### config.mk
export PLATFORM = sky130hd
export DESIGN_NAME = tppe_fiber_sram_arbiter
export DESIGN_NICKNAME = d
export VERILOG_FILES = /design/src/rtl/tppe_fiber_sram_arbiter_pkg.sv /design/src/rtl/tppe_fiber_sram_arbiter_rr_pick.sv /design/src/rtl/tppe_fiber_sram_arbiter.sv
export SDC_FILE = /design/constraint.sdc
export NUM_CORES = 1
export LEC_CHECK = 0
export BUFFER_PORTS_ARGS = -buffer_cell sky130_fd_sc_hd__buf_2
export CAP_MARGIN = 20
export CELL_PAD_IN_SITES_DETAIL_PLACEMENT = 2
export CELL_PAD_IN_SITES_GLOBAL_PLACEMENT = 2
export CORE_MARGIN = 5
export CORE_UTILIZATION = 22
export DETAILED_ROUTE_END_ITERATION = 16
export PLACE_DENSITY = 0.88
export SETUP_SLACK_MARGIN = 0.3
export SLEW_MARGIN = 20
export SYNTH_ARGS = -nofsm -noshare
export SYNTH_HDL_FRONTEND = slang
export SYNTH_HIERARCHICAL = 1
export SYNTH_SLANG_ARGS = --single-unit
### constraint.sdc
create_clock -name clk -period 2.8 [get_ports clk]
set_input_delay 0.14 -clock clk [delete_from_list [all_inputs] [get_ports clk]]
set_output_delay 0.14 -clock clk [all_outputs]
set_load 0.01 [all_outputs]
### src/rtl/tppe_fiber_sram_arbiter_pkg.sv
// Shared types and SRAM geometry for the fiber_A read-port arbiter.
// The lane id type is sized for the default four-lane configuration.
package tppe_pkg;

  localparam int ADDR_W  = 10;
  localparam int DATA_W  = 32;
  localparam int NUM_REQ = 4;

  typedef logic [$clog2(NUM_REQ)-1:0] lane_id_t;

  typedef enum logic [0:0] {
    ARB    = 1'b0,
    LOCKED = 1'b1
  } arb_state_e;

endpackage

### src/rtl/tppe_fiber_sram_arbiter_rr_pick.sv
// Combinational round-robin picker: the first set request at or above ptr_i,
// wrapping modulo N, returned both as a one-hot grant and as an index.
module rr_pick #(
  parameter int N  = 4,
  parameter int IW = $clog2(N)
) (
  input  logic [N-1:0]  req_i,
  input  logic [IW-1:0] ptr_i,
  output logic [N-1:0]  gnt_o,
  output logic [IW-1:0] idx_o
);

  logic [IW-1:0] cand;
  logic          found;

  // Scan from the farthest offset down so the nearest request is written last.
  always_comb begin
    gnt_o = '0;
    idx_o = ptr_i;
    cand  = ptr_i;
    found = 1'b0;
    for (int k = N - 1; k >= 0; k--) begin
      cand = ptr_i + IW'(k);
      if (req_i[cand]) begin
        idx_o = cand;
        found = 1'b1;
      end
    end
    if (found) gnt_o[idx_o] = 1'b1;
  end

endmodule

### src/rtl/tppe_fiber_sram_arbiter.sv
// Shares the fiber_A SRAM read port between NUM_REQ TPPE lanes with
// round-robin arbitration, capped locked bursts and a fixed-latency return path.
module tppe_fiber_sram_arbiter #(
  parameter int NUM_REQ   = 4,
  parameter int ADDR_W    = tppe_pkg::ADDR_W,
  parameter int DATA_W    = tppe_pkg::DATA_W,
  parameter int SRAM_LAT  = 1,
  parameter int MAX_BURST = 8
) (
  input  logic                           clk,
  input  logic                           rst_n,
  input  logic [NUM_REQ-1:0]             req_valid,
  input  logic [NUM_REQ-1:0][ADDR_W-1:0] req_addr,
  input  logic [NUM_REQ-1:0]             req_lock,
  output logic [NUM_REQ-1:0]             req_ready,
  output logic [NUM_REQ-1:0]             rsp_valid,
  output logic [DATA_W-1:0]              rsp_data,
  output logic [ADDR_W-1:0]              sram_raddr,
  input  logic [DATA_W-1:0]              sram_rdata,
  output logic                           busy
);

  localparam int IDX_W = $clog2(NUM_REQ);
  localparam int CNT_W = $clog2(MAX_BURST) + 1;
  localparam int DEPTH = 1 + SRAM_LAT;

  tppe_pkg::arb_state_e           state_q;
  logic [IDX_W-1:0]               rr_ptr_q;
  logic [IDX_W-1:0]               owner_q;
  logic [CNT_W-1:0]               burst_cnt_q;
  logic [CNT_W-1:0]               burst_cnt_d;
  logic [ADDR_W-1:0]              sram_raddr_q;
  logic [DEPTH-1:0]               pipe_v_q;
  logic [DEPTH-1:0][IDX_W-1:0]    pipe_id_q;

  logic [NUM_REQ-1:0] pick_gnt;
  logic [IDX_W-1:0]   pick_idx;
  logic [NUM_REQ-1:0] gnt;
  logic [IDX_W-1:0]   gnt_idx;
  logic               beat;

  rr_pick #(.N(NUM_REQ)) u_rr_pick (
    .req_i (req_valid),
    .ptr_i (rr_ptr_q),
    .gnt_o (pick_gnt),
    .idx_o (pick_idx)
  );

  // While locked only the owner can be granted; the picker is bypassed.
  always_comb begin
    gnt     = '0;
    gnt_idx = pick_idx;
    if (rst_n) begin
      if (state_q == tppe_pkg::LOCKED) begin
        gnt_idx = owner_q;
        if (req_valid[owner_q]) gnt[owner_q] = 1'b1;
      end else begin
        gnt = pick_gnt;
      end
    end
  end

  assign beat        = |gnt;
  assign req_ready   = gnt;
  assign burst_cnt_d = (burst_cnt_q >= CNT_W'(MAX_BURST)) ? burst_cnt_q
                                                          : burst_cnt_q + 1'b1;

  always_ff @(posedge clk) begin
    if (!rst_n) begin
      state_q      <= tppe_pkg::ARB;
      rr_ptr_q     <= '0;
      owner_q      <= '0;
      burst_cnt_q  <= '0;
      sram_raddr_q <= '0;
      pipe_v_q     <= '0;
      pipe_id_q    <= '0;
    end else begin
      if (beat) sram_raddr_q <= req_addr[gnt_idx];
      pipe_v_q[0]  <= beat;
      pipe_id_q[0] <= gnt_idx;
      for (int k = 1; k < DEPTH; k++) begin
        pipe_v_q[k]  <= pipe_v_q[k-1];
        pipe_id_q[k] <= pipe_id_q[k-1];
      end
      case (state_q)
        tppe_pkg::ARB: begin
          if (beat) begin
            if (req_lock[gnt_idx] && (MAX_BURST > 1)) begin
              state_q     <= tppe_pkg::LOCKED;
              owner_q     <= gnt_idx;
              burst_cnt_q <= CNT_W'(1);
            end else begin
              rr_ptr_q <= gnt_idx + 1'b1;
            end
          end
        end
        tppe_pkg::LOCKED: begin
          if (!beat) begin
            state_q  <= tppe_pkg::ARB;
            rr_ptr_q <= owner_q + 1'b1;
          end else begin
            burst_cnt_q <= burst_cnt_d;
            if (!req_lock[owner_q] || (burst_cnt_d >= CNT_W'(MAX_BURST))) begin
              state_q  <= tppe_pkg::ARB;
              rr_ptr_q <= owner_q + 1'b1;
            end
          end
        end
        default: state_q <= tppe_pkg::ARB;
      endcase
    end
  end

  always_comb begin
    rsp_valid = '0;
    if (pipe_v_q[DEPTH-1]) rsp_valid[pipe_id_q[DEPTH-1]] = 1'b1;
  end

  assign rsp_data   = sram_rdata;
  assign sram_raddr = sram_raddr_q;
  assign busy       = (|pipe_v_q) || (state_q == tppe_pkg::LOCKED);

endmodule

==> results.toml, run 1 <==
[clocking]
cts_htree_levels = 1
cts_tree = "done"
cts.sinks = 25
cts.hold.buffers_added = 0
cts-root-buf = "clkbuf_8"
numCtsBuffers = 3
clk_pin_slew_ns = 0.10
cts_setup_buffers = 0
clk_latency_ns = 0.28
cts_max_path_buffers = 2

[synthesis]
yosys.area_share.simple = 0.1684
synth-xor-area-share = 0.009284
netlist-cell-type-count = 47
synth_top_family_by_area = "multiplexers"
synthCells = 206
synth_fp_nets = 290
synth_enable_flop_cells = 0
synth_compound_area_frac = 0.1273
yosysSeqAreaShare = 0.2653
avgSynthCellArea_um2 = 9.159
ys_warn_count = 6
async_reset_ff_frac = 0
syn-cell-area_um2 = 1887
yosys_register_bits = 25
synth_ff_type = "dfxtp_1"
muxShareOfSynthArea = 0.2341
synthAdderAreaFrac = 0.01326

[power_and_ir_drop]
leakage_nw = 1.019
power_mw = 1.823
ir_drop_mv = 0.1974
p_per_area_nw_per_um2 = 838.8

[grt]
grt_usage = 0.1089
antenna_found_initial = 1
grt_max_degree = 25
grt-ovfl-total = 0
grt_pass1_wl_mm = 9.052
grt_pass1_vias = 1812

[cells_and_area]
layout_common_cells = "buf_2, dfxtp_1, nor2_1"
drive_gt1_frac = 0.4292
syn_to_final_growth_pct = 15.19
fin_util = 0.2619
n_antenna_cell = 0
final_area_um2 = 2173
layout_commonest_cell = "buf_2"
num-nets-final = 325

[worst_setup_path]
cp.arrival_ns = 2.59
reg2regPathDepth = 8
crit_path_start_kind = "flip-flop"
critPathMaxFanout = 7
cp-end-kind = "flip-flop"
cp.required_ns = 3.02
worst-setup-path-type = "reg -> reg"

[route]
vias = 1629
route.detailed.drc = 0
vias_per_cell = 4.722
avgRoutedWirePerCell_um = 16.86
dr.pass1.iters = 4
drtAntennaViolNets = 0
drtIter0Drc = 26
drt_wl_total_mm = 5.815

[min_path]
hold_class = "in -> reg"
whs_path_depth = 2

[timing]
rsz0062_at_grt = "no"
maxSlewViolCount = 0
period_minus_slack_ns = 2.372
hold_viol = 0
max_slew.worst_pin.slew_ns = 0.7149
setup_viol = 0
slew_headroom = 0.5229
clock.fmax_mhz = 421.7
tns_ns = 0
fin_worst_skew_ns = 0.004738
finalCritPeriodShare = 0.8470

[die]
die_area_um2 = 10530
die-height_um = 102.6
die_x_um = 102.6
initial_core_util = 0.2273
coreArea_um2 = 8299
rows = 33
io-pin-count = 133

[place]
portBuffers = 68
dp_hpwl_mm = 4.486
dpl_cell_area_um2 = 2105
gp_congestion = 0.7855

[flow_run]
maxCapViolCount = 0

[outcome]
outcome = "finished, final reports clean"
[power by group]
group | switching, mW | internal, mW
clock | 0.133 | 0.101
sequential | 0.113 | 0.461
combinational | 0.516 | 0.498
[cells by family after synthesis]
logic type | count (synthesis)
and+or+nand+nor | 57
buffers and inverters | 56
AOI/OAI and AO/OA | 35
muxes | 29
DFF | 25
xor gates and xnor gates | 2
adders and majority gates | 2
[timing repair]
action	CTS	global route
setup endpoints to repair	1	4
hold endpoints to repair	0	0
resized for setup	2	4
[per-layer routing]
layer	up-vias	GRT usage	part of all wire
met4	2	0.02725	0.010
met2	58	0.1887	0.50
met3	8	0.03924	0.083
met5	-	0	0.0012
met1	794	0.1278	0.40
li1	767	-	-
[layout make-up]
cell class	instances	area, um2
Clock buffer	3	41.29
Tap cell	105	131.4
Fill cell	964	6126
Sequential cell	25	504.2
Inverter	13	48.80
Timing Repair Buffer	73	377.9
Multi-Input combinational cell	125	1062
Clock inverter	1	7.507
[worst paths after layout]
check                                              start                       end  slack, ns
worst max-delay path            rr_ptr_q[0]$_SDFFE_PN0P_  rr_ptr_q[1]$_SDFFE_PN0P_       0.43
worst min-delay path                               rst_n    pipe_v_q[1]$_SDFF_PN0_       0.19
worst max register to register  rr_ptr_q[0]$_SDFFE_PN0P_  rr_ptr_q[1]$_SDFFE_PN0P_       0.43
worst min register to register   pipe_id_q[0]$_SDFF_PN0_   pipe_id_q[2]$_SDFF_PN0_       0.44
[flip-flops by register name, indices dropped and copies added, names as in the netlist]
register and cells:
rr_ptr_q 2, sram_raddr 10, pipe_v_q 2, state_q 1, owner_q 2, burst_cnt_q 4, pipe_id_q 4
[cells in the mapped netlist, types with 2 or more instances]
| library cell | n | area share |
|---|---|---|
| nand2b_1 | 3 | 0.0099 |
| o22ai_1 | 2 | 0.0066 |
| and4b_1 | 2 | 0.011 |
| nor3b_1 | 2 | 0.0080 |
| a21oi_1 | 11 | 0.029 |
| dfxtp_1 | 25 | 0.27 |
| nor4bb_1 | 2 | 0.011 |
| mux2i_1 | 16 | 0.085 |
| nand3_1 | 6 | 0.016 |
| o21ai_1 | 5 | 0.013 |
| nor2_1 | 21 | 0.042 |
| inv_1 | 12 | 0.024 |
| nor2b_1 | 4 | 0.013 |
| buf_4 | 34 | 0.14 |
| nand2_1 | 3 | 0.0060 |
| buf_2 | 5 | 0.013 |
| and3_1 | 2 | 0.0066 |
| and2_1 | 4 | 0.013 |
| mux4_2 | 12 | 0.14 |
| o221a_2 | 2 | 0.012 |
| clkbuf_1 | 3 | 0.0060 |
| o21ai_0 | 3 | 0.0080 |
| ha_1 | 2 | 0.013 |
| xnor2_1 | 2 | 0.0093 |
[critical path: stages, from the launching register on]
cell and delay [ns]:
dfxtp_2 0.40, inv_2 0.06, o311a_1 0.38, a21oi_4 0.19, mux2i_2 0.12, mux4_2 0.52, nor2b_4 0.19, mux2i_1 0.26
o211a_1 0.18
[stage by stage]
| stage | instances | hold slack (ns) | setup WS, ns |
|---|---|---|---|
| 4_1_cts | 345 | 0.1917 | 0.3274 |
| 3_5_place_dp | 341 | 0.2801 | 0.4095 |
| 6_report | 345 | 0.1931 | 0.4284 |
| 3_3_place_gp | 341 | 0.2801 | 0.4930 |
| 5_1_grt | 345 | 0.2033 | 0.2944 |
| 2_1_floorplan | 206 | 0.2617 | 0.6368 |
No activity file was read; power rests on OpenSTA's default activity.
==> run 2: changes to the inputs <==
==> constraint.sdc (replaced) <==
create_clock -name clk -period 2.3 [get_ports clk]
set_input_delay 0.115 -clock clk [delete_from_list [all_inputs] [get_ports clk]]
set_output_delay 0.115 -clock clk [all_outputs]
set_load 0.01 [all_outputs]
==> results.toml, run 2 (synthesized netlist as in run 1, its figures left out) <==
[outcome]
outcome = "finished, final reports clean"

[timing]
period_minus_slack_ns = 2.225
setup_viol = 0
max_slew.worst_pin.slew_ns = 0.6980
rsz0062_at_grt = "yes"
slew_headroom = 0.5341
maxSlewViolCount = 0
clock.fmax_mhz = 449.5
hold_viol = 0
finalCritPeriodShare = 0.9673
fin_worst_skew_ns = 0.01244

[die]
die_area_um2 = 10530
die_x_um = 102.6
coreArea_um2 = 8299
die-height_um = 102.6
initial_core_util = 0.2273
rows = 33
io-pin-count = 133

[worst_setup_path]
cp.required_ns = 2.49
crit_buf_inv = 1
crit_path_start_kind = "flip-flop"
cp-end-kind = "flip-flop"
cp_top_family = "compound AO/OA/AOI/OAI gates"
slowest_stage = "mux4_2"
critPathMaxFanout = 5
worst-setup-path-type = "reg -> reg"
cp.arrival_ns = 2.42
worstPathCellList = "inv_2 > o311a_1 > a21oi_2 > mux2i_2 > mux4_2 > o21ai_4 > nand2_1 > a21oi_1"
cp_slowest_stage_delay_ns = 0.57

[power_and_ir_drop]
p_comb_frac = 0.643
power.internal_mw = 1.639
p_switching_mw = 1.115
netSwitchingFraction = 0.4049
ir_drop_mv = 0.2924
leakage_nw = 1.164
p_per_area_nw_per_um2 = 1101
power_mw = 2.755
seqPwrFrac = 0.255
clock_power_share = 0.102

[clocking]
cts_htree_levels = 1
cts_max_path_buffers = 2
cts.sinks = 25
clk_latency_ns = 0.29
cts-root-buf = "clkbuf_8"
clk_pin_slew_ns = 0.10
cts_tree = "done"
numCtsBuffers = 3
cts.hold.buffers_added = 0

[route]
route.detailed.drc = 0
drt_wl_total_mm = 7.024
vias_per_cell = 4.874
vias = 1774
drtAntennaViolNets = 0
avgRoutedWirePerCell_um = 19.30
dr.pass1.iters = 4
drtIter0Drc = 30

[grt]
grt-ovfl-total = 0
grt_max_degree = 21
grt_pass1_vias = 1990
grt_usage = 0.1327
grt_pass1_wl_mm = 10.73
antenna_found_initial = 2

[cells_and_area]
syn_to_final_growth_pct = 32.56
largest_reg_flops = 10
fillers = 947
num-nets-final = 344
final_area_um2 = 2501
drive_gt1_frac = 0.5521
layout_common_cells = "buf_2, dfxtp_1, nor2_1"
layout_commonest_cell = "buf_2"
fin_util = 0.3014
fin_cells = 364
n_antenna_cell = 0

[place]
gp_congestion = 0.7564
portBuffers = 68
dpl_cell_area_um2 = 2142
dp_hpwl_mm = 4.721
dp_cells = 343

[min_path]
hold_class = "in -> reg"

[flow_run]
maxCapViolCount = 0
## run 2: final cells by class
type	count	area, um2	area share
Clock inverter	1	7.507	0.003001
Timing Repair Buffer	92	598.1	0.2391
Tap cell	105	131.4	0.05253
Inverter	13	51.30	0.02051
Clock buffer	3	41.29	0.01651
Sequential cell	25	509.2	0.2036
Multi-Input combinational cell	125	1162	0.4647
## run 2: per-layer routing
layer  vias to the layer above  GRT usage  share of wire
met5                         -          0         0.0030
met1                       872     0.1432           0.37
met3                        27    0.04668          0.068
met4                         4    0.04642          0.026
li1                        805          -              -
met2                        66     0.2393           0.54
## run 2: worst reg2reg max path: cells and delay by family, from the launching register on
kind	cells	cell delay (ns)
compound gates	4	0.93
buf+inv	1	0.04
flops	1	0.39
mux	2	0.68
simple gates	1	0.09
## run 2: path summary, 6_finish.rpt
check                                 from  slack (ns)                           to  cells past startpoint
hold reg to reg    pipe_id_q[1]$_SDFF_PN0_        0.44      pipe_id_q[3]$_SDFF_PN0_                      1
hold / removal                       rst_n        0.19       pipe_v_q[1]$_SDFF_PN0_                      2
setup / recovery  rr_ptr_q[0]$_SDFFE_PN0P_        0.08  burst_cnt_q[2]$_SDFFE_PN0P_                      8
setup reg to reg  rr_ptr_q[0]$_SDFFE_PN0P_        0.08  burst_cnt_q[2]$_SDFFE_PN0P_                      8
## run 2: through the flow
step                TNS (ns)  setup WS [ns]  hold WS [ns]
floorplan                  0         0.2519        0.2367
global placement           0         0.1506        0.2301
detailed placement  -0.02878       -0.02878        0.2301
CTS                        0         0.1103        0.1763
global route        -0.01618       -0.01065        0.1820
finish                     0        0.07531        0.1878
## run 2: power by group through the flow
stage	clock network [mW]	logic (mW)	registers (mW)
6_report	0.280	1.77	0.702
5_1_grt	0.305	1.90	0.727
4_1_cts	0.290	1.68	0.700
3_5_place_dp	0	1.34	0.694
3_3_place_gp	0	1.27	0.679
2_1_floorplan	0	0.981	0.656
## run 2: repair_timing
item	CTS	global route
setup buffers	13	2
endpoints found under the setup margin	19	20
pin swaps	13	4
gates cloned	2	0
resized for setup	25	15
